`src/rtl/pixel_stream_buffer.sv`:
```
// Pixel FIFO between a pixel source and the DAC stage, realigned to the display timing.
// Optional macro: PIXEL_UNDERFLOW_COUNT_EN adds the saturating underflow_count output.
//
// Ports:
//   clk25           pixel clock; all logic runs in this one domain
//   rst_n           asynchronous active-low reset
//   in_pixel        upstream pixel data
//   in_sof          marks in_pixel as the first pixel of a frame
//   in_valid        upstream data valid
//   in_ready        high while the FIFO has room; a push is in_valid && in_ready
//   in_display_area high for visible pixels (from the pixel counter)
//   frame_start     one-cycle pulse, one cycle before the first visible pixel
//   pixel_out       registered pixel to the DAC, black when nothing is shown
//   underflow       sticky per-frame flag: a visible pixel had no data
//   fill_level      current number of buffered entries
//   underflow_count (macro only) starved visible cycles, saturating, reset-only clear

module pixel_stream_buffer #(
    parameter int DEPTH = 64,
    parameter int WIDTH = 16
) (
    input  logic                     clk25,
    input  logic                     rst_n,
    input  logic [WIDTH-1:0]         in_pixel,
    input  logic                     in_sof,
    input  logic                     in_valid,
    output logic                     in_ready,
    input  logic                     in_display_area,
    input  logic                     frame_start,
    output logic [WIDTH-1:0]         pixel_out,
    output logic                     underflow,
`ifdef PIXEL_UNDERFLOW_COUNT_EN
    output logic [15:0]              underflow_count,
`endif
    output logic [$clog2(DEPTH):0]   fill_level
);

    localparam int AW = $clog2(DEPTH);
    localparam logic [AW:0] FULL = (AW + 1)'(DEPTH);

    typedef enum logic [1:0] {
        SYNC,
        ARMED,
        STREAM
    } state_t;

    // Each entry carries the SOF marker above the pixel bits.
    logic [WIDTH:0]  mem [DEPTH];
    logic [AW-1:0]   wr_ptr;
    logic [AW-1:0]   rd_ptr;
    logic [AW:0]     count;
    state_t          state;
    state_t          state_nx;
    logic            sof_pend;
    logic            sof_pend_nx;
    logic            push;
    logic            pop;
    logic            show;
    logic            empty;
    logic            head_sof;
    logic [WIDTH:0]  head;
    logic            starve;

    assign head       = mem[rd_ptr];
    assign empty      = (count == '0);
    assign head_sof   = !empty && head[WIDTH];
    assign in_ready   = (count < FULL);
    assign push       = in_valid && in_ready;
    assign fill_level = count;
    assign starve     = in_display_area && !show;

    // pop  : an entry leaves the FIFO (discarded in SYNC, shown in STREAM)
    // show : the popped entry goes to the display
    // sof_pend lets exactly one SOF entry through after each frame_start.
    always_comb begin
        state_nx    = state;
        sof_pend_nx = sof_pend;
        pop         = 1'b0;
        show        = 1'b0;
        unique case (state)
            SYNC: begin
                if (!empty) begin
                    if (head[WIDTH]) state_nx = ARMED;
                    else             pop      = 1'b1;
                end
            end
            ARMED: begin
                if (frame_start) begin
                    state_nx    = STREAM;
                    sof_pend_nx = 1'b1;
                end
            end
            STREAM: begin
                if (in_display_area && !empty &&
                    (!head[WIDTH] || sof_pend)) begin
                    pop         = 1'b1;
                    show        = 1'b1;
                    sof_pend_nx = 1'b0;
                end
                // New frame: carry on only if the source is aligned.
                if (frame_start) begin
                    if (head_sof) sof_pend_nx = 1'b1;
                    else          state_nx    = SYNC;
                end
            end
            default: state_nx = SYNC;
        endcase
    end

    // Storage is not reset; pointers and count define what is valid.
    always_ff @(posedge clk25) begin
        if (push) mem[wr_ptr] <= {in_sof, in_pixel};
    end

    always_ff @(posedge clk25 or negedge rst_n) begin
        if (!rst_n) begin
            state     <= SYNC;
            sof_pend  <= 1'b0;
            wr_ptr    <= '0;
            rd_ptr    <= '0;
            count     <= '0;
            pixel_out <= '0;
            underflow <= 1'b0;
        end else begin
            state    <= state_nx;
            sof_pend <= sof_pend_nx;
            if (push) wr_ptr <= wr_ptr + 1'b1;
            if (pop)  rd_ptr <= rd_ptr + 1'b1;
            if (push && !pop)      count <= count + 1'b1;
            else if (pop && !push) count <= count - 1'b1;
            pixel_out <= show ? head[WIDTH-1:0] : '0;
            // Setting beats the frame_start clear.
            if (starve)           underflow <= 1'b1;
            else if (frame_start) underflow <= 1'b0;
        end
    end

`ifdef PIXEL_UNDERFLOW_COUNT_EN
    always_ff @(posedge clk25 or negedge rst_n) begin
        if (!rst_n) begin
            underflow_count <= '0;
        end else if (starve && (underflow_count != 16'hFFFF)) begin
            underflow_count <= underflow_count + 16'd1;
        end
    end
`endif

endmodule

```
`config.mk`:
```
export PLATFORM = sky130hd
export DESIGN_NAME = pixel_stream_buffer
export DESIGN_NICKNAME = d
export VERILOG_FILES = /design/src/rtl/pixel_stream_buffer.sv
export SDC_FILE = /design/constraint.sdc
export NUM_CORES = 1
export LEC_CHECK = 0
export BUFFER_PORTS_ARGS = -buffer_cell sky130_fd_sc_hd__buf_2
export CORE_UTILIZATION = 50
export DETAILED_ROUTE_END_ITERATION = 16
export PLACE_DENSITY = 0.65
export SETUP_SLACK_MARGIN = 0.4
export SYNTH_ARGS = -nofsm -noshare
export SYNTH_HDL_FRONTEND = slang
export SYNTH_SLANG_ARGS = --single-unit
```
`constraint.sdc`:
```
create_clock -name clk25 -period 4.4 [get_ports clk25]
set_clock_uncertainty 0.2 [all_clocks]
set_input_delay 0.44 -clock clk25 [delete_from_list [all_inputs] [get_ports clk25]]
set_output_delay 0.44 -clock clk25 [all_outputs]
set_load 0.02 [all_outputs]
```
==> impl_metrics.csv <==
group,metric,value,unit
worst_hold_path,hold_path_class,"in2reg",
pwr,power.leakage,15.60,nW
logic_synthesis,yosysSeqAreaShare,0.7777,
worst_setup_path,crit_required,4.78,ns
finish,finalNetCount,2044,
logic_synthesis,syn_avg_cell_area,23.73,µm²
logic_synthesis,ys_ff_latch,1127,
logic_synthesis,syn_inst,1823,
routing,wl_per_cell,29.87,µm
timing,worstMarginPinSlew,1.312,ns
worst_setup_path,start_kind,"register",
die,rows,107,
die,dieArea,87710,µm²
routing,drc_errors,0,
timing,fmax,250.4,MHz
cts,cts_buffer_depth,3,
global_routing,grt_pass1_wl,140500,µm
routing,wirelength,97210,µm
routing,vias_per_cell,6.135,
cts,insertion_delay,0.67,ns
finish,fin_util,0.5773,
place,io_buffers,46,
worst_setup_path,critical_path_class,"reg2reg",
logic_synthesis,syn-num-nets,1854,
die,initial_utilization,0.5065,
cts,clk_pin_slew_worst_paths,0.06,ns
timing,relSlewSlack,0.1253,
global_routing,grt_pass1_vias,20320,
cts,clock-sinks,1127,
pwr,vdd_ir_drop_max,0.3683,mV
cts,clockRootBuffer,"clkbuf_16",
die,pin_count,47,
place,placed_cells,3015,
logic_synthesis,synth_edf_count,1088,
finish,stdcell_count,3254,
worst_setup_path,critPathCaptureType,"register",
die,die_x,296.2,µm
timing,min_period,3.993,ns
routing,dr.first_iter.drc_count,2323,
finish,layout-drive-gt1-share,0.3609,
logic_synthesis,synth_cell_type_count,51,
place,gp_congestion,0.8295,
place,place_area,45390,µm²
global_routing,grt.total_usage,0.2270,
die,core,85410,µm²
run_status,status,"finished clean",
logic_synthesis,synthFlopType,"edfxtp_1",
finish,n_fill_cell,6121,
routing,vias,19960,
global_routing,antenna_found_initial,2,
global_routing,gr-total-overflow,0,
timing,grt_setup_unrepaired,"yes",
logic_synthesis,yosysWarnings,0,
routing,first_pass_iters,8,
routing,ant_nets,0,
logic_synthesis,syn_area,43270,µm²
worst_setup_path,path_max_fanout,4,
timing,slew_viol_final,0,
cts,cts_buffers,110,
pwr,power.density,615.9,nW/µm²
die,fp.dieH,296.2,µm
run,maxCapViolations,0,
finish,final_cell_area,49310,µm²
worst_setup_path,arrival,4.37,ns
timing,setup_viol,0,
timing,fin_tns_setup,0,ns
global_routing,grt_max_degree,94,
timing,timing.final.crit_share,0.9075,
place,hpwl,53650,µm
logic_synthesis,synthArstFlopShare,0.03461,
finish,syn_to_final_growth,13.96,%
timing,timing.final.hold_violations,0,
cts,cts_tree,"done",
cts,htree_levels,3,
## state kept, by name, summed over array words and instances (netlist names)
name,count
underflow,1
mem,1088
state,2
sof_pend,1
rd_ptr,6
fill_level,7
pixel_out,16
wr_ptr,6
## layer usage
metal,track usage,vias to the layer above,part of all wire
met5,0,-,0.00013
met4,0.06978,2,0.029
met3,0.03388,151,0.080
met2,0.3562,829,0.48
met1,0.3329,10800,0.41
li1,-,8183,-
## worst max-delay path: stages (launching register included)
cell,delay [ns]
dfrtp_4,0.51
buf_12,0.15
mux4_2,0.42
mux2i_2,0.20
or3_4,0.17
o311ai_4,0.11
a221o_1,0.48
ha_4,0.22
inv_4,0.06
ha_4,0.20
nor2b_4,0.12
o21ai_2,0.14
a21boi_2,0.09
o21a_1,0.20
or3_4,0.34
a21oi_2,0.15
xnor2_1,0.13
## metrics by stage
step / hold slack [ns] / total power, mW / worst slack [ns]
detailed placement: 0.3294 / 20.92 / -0.07225
floorplan: -0.05559 / 18.38 / 0.4053
global route: 0.1449 / 31.48 / 0.3071
CTS: 0.07359 / 30.31 / 0.4030
global placement: 0.2990 / 20.77 / -0.03336
finish: 0.1442 / 30.37 / 0.4069
## cells in the mapped netlist (all sizes together) (3+ instances only)
cell type     n  share of area
nor2b         5        0.00072
ha            8         0.0023
inv          12         0.0010
clkbuf       35         0.0030
nand2b        4        0.00058
mux2          6         0.0016
nor2         74         0.0064
buf          62         0.0080
o21ai        12         0.0014
nor3          3        0.00046
or3           3        0.00043
xnor2         8         0.0016
mux4        334           0.17
a21oi        22         0.0025
xor2          6         0.0012
edfxtp     1088           0.76
nand2        23         0.0020
a22oi        34         0.0059
nand3         7        0.00081
mux2i         7         0.0016
dfrtp        39          0.023
## report_power, final
| part | leakage [nW] | internal [mW] | switching [mW] |
|---|---|---|---|
| registers | 10.3 | 12.1 | 0.283 |
| logic | 3.60 | 4.28 | 4.63 |
| clock network | 1.73 | 5.18 | 3.87 |
## area by class of cell
class / instances / area [µm²] / share of cell area
Clock inverter: 70 / 600.6 / 0.01218
Clock buffer: 135 / 2918 / 0.05918
Multi-Input combinational cell: 587 / 9356 / 0.1898
Antenna cell: 4 / 10.01 / 0.0002030
Sequential cell: 1127 / 33660 / 0.6827
Inverter: 12 / 47.55 / 0.0009643
Tap cell: 1144 / 1431 / 0.02903
Timing Repair Buffer: 175 / 1280 / 0.02596
## cells in the final DEF (no fill, tap or decap), drive strengths merged, types with 5 or more instances in the layout
cell	instances
a21oi	22
a22oi	34
buf	171
bufinv	8
clkbuf	135
clkinv	55
dfrtp	39
edfxtp	1088
ha	8
inv	15
mux2	6
mux2i	7
mux4	334
nand2	23
nand3	7
nor2	74
nor2b	5
o21ai	12
xnor2	8
xor2	6
## final timing paths
check / endpoint / start / depth (start not counted) / slack, ns
worst max register to register: fill_level[6] / rd_ptr[0] / 16 / 0.41
min in group asynchronous: fill_level[6] / rst_n / 2 / 0.30
worst min-delay path: wr_ptr[0] / in_valid / 4 / 0.14
worst min register to register: fill_level[5] / fill_level[5] / 2 / 0.34
max in group asynchronous: rd_ptr[0] / rst_n / 2 / 2.91
worst max-delay path: fill_level[6] / rd_ptr[0] / 16 / 0.41
## what timing repair did
action | 4_1_cts | 5_1_grt
resized for setup | 26 | 17
endpoints found under the hold margin | 43 | 0
hold buffers | 4 | 0
buffers inserted | 21 | 5
endpoints found under the setup margin | 3 | 3
pin swaps | 12 | 14
## logic make-up (layout without fill, tap and decap cells)
kind of cell | after synthesis | count (layout) | synth area share
buffers and inverters | 109 | 392 | 0.01203
XOR/XNOR | 14 | 14 | 0.002834
flip-flops | 1127 | 1127 | 0.7777
multiplexers | 347 | 347 | 0.1780
adder cells (fa/ha/maj) | 9 | 9 | 0.002776
AND/OR/NAND/NOR | 133 | 133 | 0.01377
other | 0 | 4 | 0
AO/OA/AOI/OAI | 84 | 84 | 0.01293
Power figures use the tool's default switching activity.
